<file path="config.mk">
export PLATFORM = sky130hd
export DESIGN_NAME = crc_16_ansi
export DESIGN_NICKNAME = d
export VERILOG_FILES = /design/src/rtl/crc_16_pkg.sv /design/src/rtl/crc_16_ansi.sv
export SDC_FILE = /design/constraint.sdc
export NUM_CORES = 1
export LEC_CHECK = 0
export ABC_AREA = 1
export CORE_AREA = 3 3 40 42
export CTS_BUF_LIST = sky130_fd_sc_hd__clkbuf_4 sky130_fd_sc_hd__clkbuf_8
export DETAILED_ROUTE_END_ITERATION = 16
export DIE_AREA = 0 0 43 45
export GPL_TIMING_DRIVEN = 0
export PLACE_DENSITY_LB_ADDON = 0.08
export SYNTH_ARGS = -nofsm -noshare
export SYNTH_HDL_FRONTEND = slang
export SYNTH_SLANG_ARGS = --single-unit
</file>
<file path="constraint.sdc">
create_clock -name clk_i -period 0.8 [get_ports clk_i]
set_input_delay 0.16 -clock clk_i [delete_from_list [all_inputs] [get_ports clk_i]]
set_output_delay 0.16 -clock clk_i [all_outputs]
set_load 0.05 [all_outputs]
</file>
<file path="src/rtl/crc_16_pkg.sv">
// Shared definitions for the bit-serial CRC-16/ANSI datapath and its bench model.
//   crc_16_hash      16-bit CRC register type
//   CRC16_ANSI_POLY  generator polynomial 0x8005 (implicit x^16 omitted)
//   CRC16_ANSI_INIT  register value after reset
//   crc_16_step      advances a CRC by one message bit (MSB-first shift, no reflection)
package crc_16_pkg;

    typedef logic [15:0] crc_16_hash;

    localparam crc_16_hash CRC16_ANSI_POLY = 16'h8005;
    localparam crc_16_hash CRC16_ANSI_INIT = 16'h0000;

    // The polynomial argument defaults to the ANSI value so callers that only
    // care about CRC-16/ANSI can use the two-argument form.
    function automatic crc_16_hash crc_16_step(
        input logic       data_bit,
        input crc_16_hash crc,
        input crc_16_hash poly = CRC16_ANSI_POLY
    );
        logic       fb;
        crc_16_hash shifted;
        fb      = data_bit ^ crc[15];
        shifted = {crc[14:0], 1'b0};
        return fb ? (shifted ^ poly) : shifted;
    endfunction

endpackage

</file>
<file path="src/rtl/crc_16_ansi.sv">
// Bit-serial CRC-16/ANSI generator/checker. One message bit is consumed on every
// rising edge while reset is low; the raw register (no reflection, no final XOR)
// is presented directly on data_o.
// Ports:
//   clk_i   clock, all state changes on the rising edge
//   rst_i   synchronous active-high reset, loads CRC_INIT, wins over data_i
//   data_i  message bit, sampled every non-reset edge
//   data_o  current CRC register contents
module crc_16_ansi
    import crc_16_pkg::*;
#(
    parameter crc_16_hash POLY     = CRC16_ANSI_POLY,
    parameter crc_16_hash CRC_INIT = CRC16_ANSI_INIT
) (
    input  logic        clk_i,
    input  logic        rst_i,
    input  logic        data_i,
    output logic [15:0] data_o
);

    crc_16_hash crc_q;

    always_ff @(posedge clk_i) begin
        if (rst_i) begin
            crc_q <= CRC_INIT;
        end else begin
            crc_q <= crc_16_step(data_i, crc_q, POLY);
        end
    end

    assign data_o = crc_q;

endmodule

</file>
==> qor.yml <==
power_density_mw_per_mm2: 1790
synth_xor_area_frac: 0
end_kind: "output pin"
htreeDepth: 1
placed_area_um2: 724
r2r-start: "data_o[15]"
fin_area_um2: 862
drive_gt1_frac: 0.552
combPwrFrac: 0.158
max-vdd-ir-drop_v: 0.00116
yosysTopAreaCellShare: 0.638
crit_type: "flop to output pin"
finalSetupViolCount: 19
synthMuxAreaShare: 0
grt_antenna_before_repair: 0
dr.pass1.iters: 3
rsz0062_at_grt: "true"
stdcell_count: 102
p_total_w: 0.00154
power_leakage_nw: 0.391
grt_max_degree: 11
detail-route-antenna-nets: 0
cp.arrival_ns: 0.78
rows: 13
overflow: 0
synth_compound_area_frac: 0.00998
port_buffers: 18
num_vias: 413
yosysUniqueCellTypes: 8
max_stage_delay_ns: 0.36
cp_top_family: "flip-flops"
synth_top_family_by_area: "simple AND/OR/NAND/NOR gates"
cts_made_buffers: 3
grtUsageTotal: 0.107
layout_worst_path_cycle_share: 1.17
clk_root_buffer_cell: "clkbuf_4"
drc: 0
crit_fanout: 2
cp_slowest_cell: "dfxtp_2"
worstSkewPairLatency_ns: 0.28
ios: 19
p_seq_frac: 0.547
hold_class: "primary input to flop"
routed_via_density: 4.05
cp-start-kind: "flop"
syn_area_um2: 502
wl_um: 920
yosysWarnings: 0
ys_seq_elements: 16
p_sw_frac: 0.254
die_h_um: 45
path_clk_slew_ns: 0.09
slew_violations: 0
worst_slack_ns: -0.139
finalHoldViolations: 0
coreArea_mm2: 0.00128
hp-start: "rst_i"
max_cap_viol_count: 0
place.gp.congestion: 0.616
failed_checks: "setup timing"
ys_top_cells_by_area: "dfxtp_1, inv_1, nor2_1"
dieArea_mm2: 0.00194
clock_power_share: 0.295
p_int_w: 0.00115
tns_ns: -2.26
worst_pin_slew_ns: 0.215
crit_chain: "buf_8"
ys_seq_area_frac: 0.638
drtIter0Drc: 3
max-slew-margin-rel: 0.857
synth_area_leader_cell: "dfxtp_1"
yosys.area_share.simple: 0.209
placed_cells: 94
wl_per_cell_um: 9.02
worstSetupStartpoint: "data_o[3]"
cts_tree: "done"
die_w_um: 43
syn2layout_area_growth_pct: 71.8
grt_pass1_vias: 383
largest_reg_flops: 16
critPathBufInv: 1
final_util: 0.671
fmax_ghz: 1.06
syn_avg_cell_area_um2: 8.23
clockBufferDepth: 2
grt_pass1_wl_mm: 1.50
dpl.hpwl_um: 645
start_util: 0.390
cp.required_ns: 0.64
layout.nets: 91
netlist_instances: 61
period_needed_ns: 0.939
finalClockSkew_ns: 0.00402
synth_fa_ha_area_frac: 0
diodes: 0
clock_sink_count: 16
synth_fp_nets: 64
p_sw_w: 0.000392
outcome: "complete, but fails checks"
-- kinds of logic after synthesis --
| group | after synthesis |
|---|---|
| buf+inv | 18 |
| compound gates | 1 |
| flops | 16 |
| simple gates | 26 |
-- cell usage in the layout (no fill, tap or decap), drive strengths merged --
| cell type | instances |
|---|---|
| nand2 | 7 |
| buf | 21 |
| dfxtp | 16 |
| nand3 | 2 |
| clkdlybuf4s50 | 1 |
| nor2 | 17 |
| clkbuf | 4 |
| dlygate4sd2 | 1 |
| a21oi | 1 |
| inv | 17 |
-- repair_timing --
item,CTS,global route
hold buffers,0,0
resized for setup,122,8
buffers inserted,3,1
endpoints found under the setup margin,28,19
pin swaps,0,3
-- Yosys cell counts --
library cell	count
nand2_2	2
nand2_1	5
dfxtp_1	16
a21oi_1	1
buf_4	1
nor2_1	17
inv_1	17
nand3_1	2
-- path summary, 6_finish.rpt --
check               end  slack [ns]  cells after the start
max           data_o[3]       -0.14                      1
min          data_o[10]        0.30                      2
max reg2reg   data_o[2]       -0.09                      6
min reg2reg   data_o[9]        0.43                      2
-- per-stage QoR --
step / hold slack (ns) / worst slack [ns]
2_1_floorplan: 0.224 / -0.0359
3_3_place_gp: 0.402 / -0.497
3_5_place_dp: 0.407 / -0.503
4_1_cts: 0.295 / -0.152
5_1_grt: 0.330 / -0.172
6_report: 0.298 / -0.139
-- area by class of cell --
| cell class | count | area [um2] |
|---|---|---|
| buffer | 1 | 7.51 |
| clock buffer | 4 | 30.0 |
| fill | 109 | 423 |
| inverter | 17 | 63.8 |
| multi-input combinational | 27 | 121 |
| sequential | 16 | 343 |
| tap | 15 | 18.8 |
| timing repair buffer | 22 | 278 |
-- worst reg2reg max path, delay by kind of cell (launching register included) --
| family | cells | cell delay, ns |
|---|---|---|
| simple gates | 4 | 0.27 |
| buf+inv | 2 | 0.16 |
| flops | 1 | 0.36 |
-- metal layers --
| layer | global-route usage | wire [um] | part of all wire | up-vias |
|---|---|---|---|---|
| li1 | - | - | - | 222 |
| met1 | 0.128 | 412 | 0.45 | 180 |
| met2 | 0.171 | 449 | 0.49 | 11 |
| met3 | 0.0279 | 58 | 0.063 | 0 |
| met4 | 0.0723 | 0 | 0 | 0 |
| met5 | 0 | 0 | 0 | - |
-- power by group through the flow --
stage / Clock [W] / Sequential (W) / Combinational, W
4_1_cts: 0.000476 / 0.000840 / 0.000226
2_1_floorplan: 0 / 0.000938 / 0.0000520
3_5_place_dp: 0 / 0.000855 / 0.000205
5_1_grt: 0.000502 / 0.000847 / 0.000263
3_3_place_gp: 0 / 0.000855 / 0.000204
6_report: 0.000455 / 0.000843 / 0.000244
Note: power is estimated with default switching activity, not from simulation.
